[config.mk]
export PLATFORM = sky130hd
export DESIGN_NAME = fabric_baud_ctrl_flat
export DESIGN_NICKNAME = d
export VERILOG_FILES = /design/src/rtl/fabric_baud_ctrl_if.sv /design/src/rtl/fabric_baud_ctrl.sv /design/src/flat_wrapper.sv
export SDC_FILE = /design/constraint.sdc
export NUM_CORES = 1
export LEC_CHECK = 0
export CAP_MARGIN = 20
export CORE_AREA = 2 2 101 103
export DETAILED_ROUTE_END_ITERATION = 7
export DIE_AREA = 0 0 103 105
export HOLD_SLACK_MARGIN = 0.02
export PLACE_DENSITY = 0.85
export SETUP_SLACK_MARGIN = 0.3
export SYNTH_ARGS = -nofsm -noshare
export SYNTH_HDL_FRONTEND = slang
export SYNTH_SLANG_ARGS = --single-unit
[constraint.sdc]
create_clock -name CLK -period 14.8 [get_ports CLK]
set_input_delay 2.22 -clock CLK [delete_from_list [all_inputs] [get_ports CLK]]
set_output_delay 2.22 -clock CLK [all_outputs]
set_load 0.01 [all_outputs]
[src/rtl/fabric_baud_ctrl_if.sv]
// Handshake and status bundle between the fabric UART datapath and its baud-rate scheduler.
interface fabric_baud_ctrl_if #(
   parameter int unsigned DIV_W  = 16,
   parameter int unsigned FRAC_W = 4
);
   logic              ENABLE;
   logic              CFG_REQ;
   logic [DIV_W-1:0]  CFG_DIV;
   logic [FRAC_W-1:0] CFG_FRAC;
   logic              CFG_ACK;
   logic              READY;
   logic              TICK_X16;
   logic              TICK_TX;
   logic [DIV_W-1:0]  CUR_DIV;
   logic [FRAC_W-1:0] CUR_FRAC;

   modport master (
      output ENABLE, CFG_REQ, CFG_DIV, CFG_FRAC,
      input  CFG_ACK, READY, TICK_X16, TICK_TX, CUR_DIV, CUR_FRAC
   );

   modport slave (
      input  ENABLE, CFG_REQ, CFG_DIV, CFG_FRAC,
      output CFG_ACK, READY, TICK_X16, TICK_TX, CUR_DIV, CUR_FRAC
   );
endinterface

[src/rtl/fabric_baud_ctrl.sv]
// Baud-rate scheduler: oscillator settle window, then x16 and bit ticks from a fractional divider.
// Divisor updates are handshaked and only take effect on a bit boundary or when the UART is idled.
module fabric_baud_ctrl #(
   parameter int unsigned STARTUP_CYCLES = 1024,
   parameter int unsigned DIV_W          = 16,
   parameter int unsigned FRAC_W         = 4,
   parameter int unsigned DEFAULT_DIV    = 27,
   parameter int unsigned DEFAULT_FRAC   = 2
) (
   input logic               CLK,
   input logic               RESET,
   fabric_baud_ctrl_if.slave bus
);

   localparam int unsigned      ST_W      = $clog2(STARTUP_CYCLES + 1);
   localparam logic [ST_W-1:0]  ST_LAST   = ST_W'(STARTUP_CYCLES - 1);
   localparam logic [DIV_W-1:0] DEF_DIV   = (DEFAULT_DIV < 2) ? DIV_W'(2) : DIV_W'(DEFAULT_DIV);
   localparam logic [FRAC_W-1:0] DEF_FRAC = FRAC_W'(DEFAULT_FRAC);

   typedef enum logic [1:0] {ST_STARTUP, ST_IDLE, ST_RUN} state_e;

   state_e            state_q, state_d;
   logic [ST_W-1:0]   stcnt_q, stcnt_d;
   logic [DIV_W-1:0]  pcnt_q, pcnt_d;
   logic [FRAC_W-1:0] acc_q, acc_d;
   logic [3:0]        scnt_q, scnt_d;
   logic              pend_q, pend_d;
   logic [DIV_W-1:0]  sh_div_q, sh_div_d;
   logic [FRAC_W-1:0] sh_frac_q, sh_frac_d;
   logic [DIV_W-1:0]  cur_div_q, cur_div_d;
   logic [FRAC_W-1:0] cur_frac_q, cur_frac_d;
   logic              ready_q, ready_d;
   logic              ack_q, ack_d;
   logic              tick_x16_q, tick_x16_d;
   logic              tick_tx_q, tick_tx_d;

   logic [FRAC_W:0]   cur_sum, nxt_sum;
   logic [DIV_W-1:0]  cur_last, nxt_last;
   logic              accept, apply_pend;

   function automatic logic [DIV_W-1:0] clamp_div(input logic [DIV_W-1:0] d);
      return (d < DIV_W'(2)) ? DIV_W'(2) : d;
   endfunction

   // Terminal count of the current period: CUR_DIV-1, or CUR_DIV when the accumulator carries.
   assign cur_sum  = {1'b0, acc_q} + {1'b0, cur_frac_q};
   assign cur_last = cur_sum[FRAC_W] ? cur_div_q : cur_div_q - DIV_W'(1);

   always_comb begin
      state_d    = state_q;
      stcnt_d    = stcnt_q;
      pcnt_d     = pcnt_q;
      acc_d      = acc_q;
      scnt_d     = scnt_q;
      pend_d     = pend_q;
      sh_div_d   = sh_div_q;
      sh_frac_d  = sh_frac_q;
      cur_div_d  = cur_div_q;
      cur_frac_d = cur_frac_q;
      ready_d    = ready_q;
      ack_d      = 1'b0;
      apply_pend = 1'b0;
      accept     = bus.CFG_REQ && !pend_q && !ack_q;

      unique case (state_q)
         ST_STARTUP: begin
            stcnt_d    = stcnt_q + ST_W'(1);
            apply_pend = pend_q;
            if (stcnt_q == ST_LAST) begin
               state_d = bus.ENABLE ? ST_RUN : ST_IDLE;
               ready_d = 1'b1;
            end
         end
         ST_IDLE: begin
            apply_pend = pend_q;
            if (bus.ENABLE) state_d = ST_RUN;
         end
         ST_RUN: begin
            if (!bus.ENABLE) begin
               state_d    = ST_IDLE;
               pcnt_d     = '0;
               acc_d      = '0;
               scnt_d     = '0;
               apply_pend = pend_q;
            end else if (pcnt_q == cur_last) begin
               pcnt_d     = '0;
               acc_d      = cur_sum[FRAC_W-1:0];
               scnt_d     = scnt_q + 4'd1;
               apply_pend = pend_q && tick_tx_q;
            end else begin
               pcnt_d = pcnt_q + DIV_W'(1);
            end
         end
         default: state_d = ST_STARTUP;
      endcase

      // Outside RUN there is no character in flight, so a request is applied as soon as it is seen.
      if (apply_pend) begin
         cur_div_d  = sh_div_q;
         cur_frac_d = sh_frac_q;
         pend_d     = 1'b0;
         pcnt_d     = '0;
         acc_d      = '0;
         scnt_d     = '0;
         ack_d      = 1'b1;
      end else if (accept) begin
         if (state_q == ST_RUN) begin
            sh_div_d  = clamp_div(bus.CFG_DIV);
            sh_frac_d = bus.CFG_FRAC;
            pend_d    = 1'b1;
         end else begin
            cur_div_d  = clamp_div(bus.CFG_DIV);
            cur_frac_d = bus.CFG_FRAC;
            pcnt_d     = '0;
            acc_d      = '0;
            scnt_d     = '0;
            ack_d      = 1'b1;
         end
      end

      // Ticks are registered, so the terminal count is predicted from the next-cycle state.
      nxt_sum    = {1'b0, acc_d} + {1'b0, cur_frac_d};
      nxt_last   = nxt_sum[FRAC_W] ? cur_div_d : cur_div_d - DIV_W'(1);
      tick_x16_d = (state_d == ST_RUN) && (pcnt_d == nxt_last);
      tick_tx_d  = tick_x16_d && (scnt_d == 4'hF);
   end

   always_ff @(posedge CLK) begin
      if (RESET) begin
         state_q    <= ST_STARTUP;
         stcnt_q    <= '0;
         pcnt_q     <= '0;
         acc_q      <= '0;
         scnt_q     <= '0;
         pend_q     <= 1'b0;
         sh_div_q   <= DEF_DIV;
         sh_frac_q  <= DEF_FRAC;
         cur_div_q  <= DEF_DIV;
         cur_frac_q <= DEF_FRAC;
         ready_q    <= 1'b0;
         ack_q      <= 1'b0;
         tick_x16_q <= 1'b0;
         tick_tx_q  <= 1'b0;
      end else begin
         state_q    <= state_d;
         stcnt_q    <= stcnt_d;
         pcnt_q     <= pcnt_d;
         acc_q      <= acc_d;
         scnt_q     <= scnt_d;
         pend_q     <= pend_d;
         sh_div_q   <= sh_div_d;
         sh_frac_q  <= sh_frac_d;
         cur_div_q  <= cur_div_d;
         cur_frac_q <= cur_frac_d;
         ready_q    <= ready_d;
         ack_q      <= ack_d;
         tick_x16_q <= tick_x16_d;
         tick_tx_q  <= tick_tx_d;
      end
   end

   assign bus.READY    = ready_q;
   assign bus.CFG_ACK  = ack_q;
   assign bus.TICK_X16 = tick_x16_q;
   assign bus.TICK_TX  = tick_tx_q;
   assign bus.CUR_DIV  = cur_div_q;
   assign bus.CUR_FRAC = cur_frac_q;

endmodule

[src/flat_wrapper.sv]
// flat-port wrapper written by rule: the top's interface ports become plain ports
module fabric_baud_ctrl_flat 
#(
   parameter int unsigned STARTUP_CYCLES = 1024,
   parameter int unsigned DIV_W          = 16,
   parameter int unsigned FRAC_W         = 4,
   parameter int unsigned DEFAULT_DIV    = 27,
   parameter int unsigned DEFAULT_FRAC   = 2
)
  (CLK, RESET, bus_ENABLE, bus_CFG_REQ, bus_CFG_DIV, bus_CFG_FRAC, bus_CFG_ACK, bus_READY, bus_TICK_X16, bus_TICK_TX, bus_CUR_DIV, bus_CUR_FRAC);
  fabric_baud_ctrl_if #(.DIV_W(DIV_W), .FRAC_W(FRAC_W)) bus_i ();
  input logic CLK;
  input logic RESET;
  input wire logic [$bits(bus_i.ENABLE)-1:0] bus_ENABLE;
  input wire logic [$bits(bus_i.CFG_REQ)-1:0] bus_CFG_REQ;
  input wire logic [$bits(bus_i.CFG_DIV)-1:0] bus_CFG_DIV;
  input wire logic [$bits(bus_i.CFG_FRAC)-1:0] bus_CFG_FRAC;
  output wire logic [$bits(bus_i.CFG_ACK)-1:0] bus_CFG_ACK;
  output wire logic [$bits(bus_i.READY)-1:0] bus_READY;
  output wire logic [$bits(bus_i.TICK_X16)-1:0] bus_TICK_X16;
  output wire logic [$bits(bus_i.TICK_TX)-1:0] bus_TICK_TX;
  output wire logic [$bits(bus_i.CUR_DIV)-1:0] bus_CUR_DIV;
  output wire logic [$bits(bus_i.CUR_FRAC)-1:0] bus_CUR_FRAC;
  assign bus_i.ENABLE = bus_ENABLE;
  assign bus_i.CFG_REQ = bus_CFG_REQ;
  assign bus_i.CFG_DIV = bus_CFG_DIV;
  assign bus_i.CFG_FRAC = bus_CFG_FRAC;
  assign bus_CFG_ACK = bus_i.CFG_ACK;
  assign bus_READY = bus_i.READY;
  assign bus_TICK_X16 = bus_i.TICK_X16;
  assign bus_TICK_TX = bus_i.TICK_TX;
  assign bus_CUR_DIV = bus_i.CUR_DIV;
  assign bus_CUR_FRAC = bus_i.CUR_FRAC;
  fabric_baud_ctrl #(.STARTUP_CYCLES(STARTUP_CYCLES), .DIV_W(DIV_W), .FRAC_W(FRAC_W), .DEFAULT_DIV(DEFAULT_DIV), .DEFAULT_FRAC(DEFAULT_FRAC)) u_core (.CLK(CLK), .RESET(RESET), .bus(bus_i));
endmodule
==> flow_metrics.tcl <==
set metrics [dict create \
    p_clk_frac 0.348 \
    ir_drop_mv 0.0560 \
    fin_skew_ps 14.3 \
    ys_ff_latch 82 \
    clock-sinks 82 \
    fin_crit_sh 0.423 \
    synthToLayoutAreaGrowth_pct 11.0 \
    ys_warn_count 0 \
    power_density_mw_per_mm2 76.3 \
    die_area_mm2 0.0108 \
    start_kind "flop" \
    synth_enable_flop_cells 0 \
    diodes 0 \
    r2r_setup_slack_ps 8550 \
    worst-path-max-fanout 13 \
    ys_seq_area_frac 0.269 \
    die_y_um 105 \
    drive_gt1_frac 0.0633 \
    netlist.area_leader.share 0.269 \
    grt_pass1_wl_um 32800 \
    totalWireLength_um 20900 \
    placed_cells 954 \
    numCtsBuffers 9 \
    die_width_um 103 \
    slew_headroom 0.431 \
    cts_root_buf "clkbuf_8" \
    fin_util 0.702 \
    synth_nets 855 \
    grt_setup_unrepaired "false" \
    grt_overflow_total 0 \
    worstPathRequired_ps 15100 \
    boundaryPins 48 \
    ant_nets 0 \
    initialDrtViolationCount 740 \
    seq_area_mm2 0.00164 \
    timing.fmax_ghz 0.160 \
    seq_power_share 0.455 \
    portBuffers 47 \
    grt_pass1_vias 6147 \
    hold_viol 0 \
    syn-cell-area_mm2 0.00610 \
    cts_resized 0 \
    ctsHoldBuffers 0 \
    power.total_uw 516 \
    rows 36 \
    synthFlopType "dfxtp_1" \
    critPathKind "flop to flop" \
    place_ws_ps 8440 \
    avgSynthCellArea_um2 7.46 \
    finalSetupViolations 0 \
    multi_input_comb_area_mm2 0.00422 \
    wl_per_cell_um 21.5 \
    vias 6731 \
    p_sw_frac 0.315 \
    cts_tree "done" \
    initial_core_util 0.633 \
    worst_pin_slew_ps 852 \
    synthArstFlopShare 0 \
    power_leakage_nw 2.51 \
    slew_viol_final 0 \
    max_cap_viol_count 0 \
    post_drt_via_cell_ratio 6.94 \
    final_nets 869 \
    worst_hold_path_type "flop to flop" \
    fp.coreArea_mm2 0.00964 \
    pwr-share-comb 0.198 \
    grtUsageTotal 0.391 \
    yosys-top-cells-area "dfxtp_1 27%, nand2_1 6.3%, nor2_1 5.5%" \
    intPower_uw 353 \
    drt-pass1-iter-count 5 \
    antenna_found_initial 0 \
    cts_max_level 3 \
    stdcell_count 970 \
    tns_ps 0 \
    fill_cells 852 \
    grt_start_max_net_pins 64 \
    p_switching_uw 163 \
    synth_top_cell_by_area "dfxtp_1" \
    synthDistinctLibCells 87 \
    dp_hpwl_um 15600 \
    post-cts-setup-buffers 0 \
    cts.clk_slew.worst_paths_ps 100 \
    status "finished, final reports clean" \
    synthCells 818 \
    worst_slack_ps 8550 \
    gp_congestion 0.983 \
    worst_ep_arrival_time_ps 6560 \
    clk_latency_ps 380 \
    critPathCaptureType "flop" \
    drc 0 \
    cts_max_path_buffers 2 \
    period_needed_ps 6250 \
]
## per-layer routing
layer	track usage	vias up	routed length [µm]
li1	-	3043	-
met1	0.525	3091	8160
met2	0.571	500	9050
met3	0.0796	97	2420
met4	0.232	0	1260
met5	0	-	0
## area by class of cell
| class | count | area share |
|---|---|---|
| multi-input cells | 680 | 0.623 |
| flip-flops and latches | 82 | 0.243 |
| repair buffers | 53 | 0.0754 |
| well taps | 133 | 0.0246 |
| clock buffers | 10 | 0.0203 |
| clock inverters | 6 | 0.0107 |
| inverters | 6 | 0.00333 |
## sequential cells by signal, indices dropped and copies added (netlist names), 2 cells and up
name and count:
u_core.bus.CUR_DIV 16, u_core.bus.CUR_FRAC 4, u_core.sh_frac_q 4, u_core.acc_q 4, u_core.stcnt_q 11, u_core.sh_div_q 16
u_core.pcnt_q 16, u_core.state_q 2, u_core.scnt_q 4
## path summary, 6_finish.rpt
path | cells past startpoint | from | to
max | 22 | u_core.bus.CUR_FRAC[0] | u_core.bus.TICK_TX
min | 2 | u_core.bus.READY | u_core.bus.READY
max reg2reg | 22 | u_core.bus.CUR_FRAC[0] | u_core.bus.TICK_TX
min reg2reg | 2 | u_core.bus.READY | u_core.bus.READY
## cells by family (layout without fill, tap and decap cells)
kind of cell | after synthesis | after routing | synth area share
buf+inv | 56 | 75 | 0.0396
xor+xnor | 44 | 44 | 0.0632
simple gates | 405 | 405 | 0.341
compound gates | 188 | 188 | 0.207
fa+ha+maj | 13 | 13 | 0.0279
flops | 82 | 82 | 0.269
mux | 30 | 30 | 0.0521
## critical path, stage by stage, from the launching register on
cell      delay (ps)
dfxtp_1          430
ha_1             200
inv_1             60
fa_1             390
nand2b_1         190
a21oi_2          520
nor4_1           170
a2111o_1         410
nor4_4           410
nand4_1          610
nand2_1          270
o21ai_0          130
a22oi_1          250
nor2_1           100
ha_1             330
o2111a_1         180
nand4_1          120
o21ai_1          500
a211oi_2         100
nor3b_1          210
o2111a_1         210
nand4_1          130
nor4_1           270
## metrics by stage
step                      instance area [µm²]  hold slack (ps)
after floorplan                          6100              433
after global placement                   6560              436
final                                    6770              469
after global routing                     6770              488
after detailed placement                 6560              453
after CTS                                6770              466
## layout by cell type, fill, tap and decap left out, drive strengths merged, types with 11 or more instances in the layout
| cell type | n |
|---|---|
| nand2 | 103 |
| nor2 | 90 |
| dfxtp | 82 |
| a21oi | 61 |
| nor3 | 47 |
| clkdlybuf4s50 | 46 |
| o21ai | 29 |
| xor2 | 27 |
| nand3 | 22 |
| nand4 | 20 |
| nor4 | 19 |
| xnor2 | 17 |
| mux2i | 16 |
| or3 | 16 |
| and3 | 16 |
| mux2 | 14 |
| ha | 12 |
| a211oi | 12 |
| nand2b | 11 |
| a31oi | 11 |
## power by group through the flow
stage                     combinational (mW)  clock (mW)  sequential [mW]
after CTS                             0.0993       0.178            0.234
after floorplan                       0.0640           0            0.237
after global routing                   0.110       0.188            0.235
after detailed placement              0.0986           0            0.240
final                                  0.102       0.180            0.235
after global placement                0.0967           0            0.239
## cells in the mapped netlist (all sizes together), types with 5 or more instances
| master | n |
|---|---|
| a211oi | 12 |
| dfxtp | 82 |
| ha | 12 |
| mux2 | 14 |
| nand3 | 22 |
| nor3b | 7 |
| o211ai | 7 |
| a21o | 5 |
| a22oi | 7 |
| xor2 | 27 |
| and2 | 8 |
| a211o | 5 |
| nand4 | 20 |
| nand3b | 8 |
| nand2b | 11 |
| a21oi | 61 |
| o21ai | 29 |
| clkbuf | 38 |
| and4 | 7 |
| xnor2 | 17 |
| o31ai | 10 |
| inv | 6 |
| nor4 | 19 |
| mux2i | 16 |
| a31oi | 11 |
| o22ai | 6 |
| or3 | 16 |
| nand2 | 103 |
| nor2 | 90 |
| nor2b | 10 |
| nor3 | 47 |
| or2 | 6 |
| buf | 12 |
| and3 | 16 |
(Power assumes the default switching activity.)
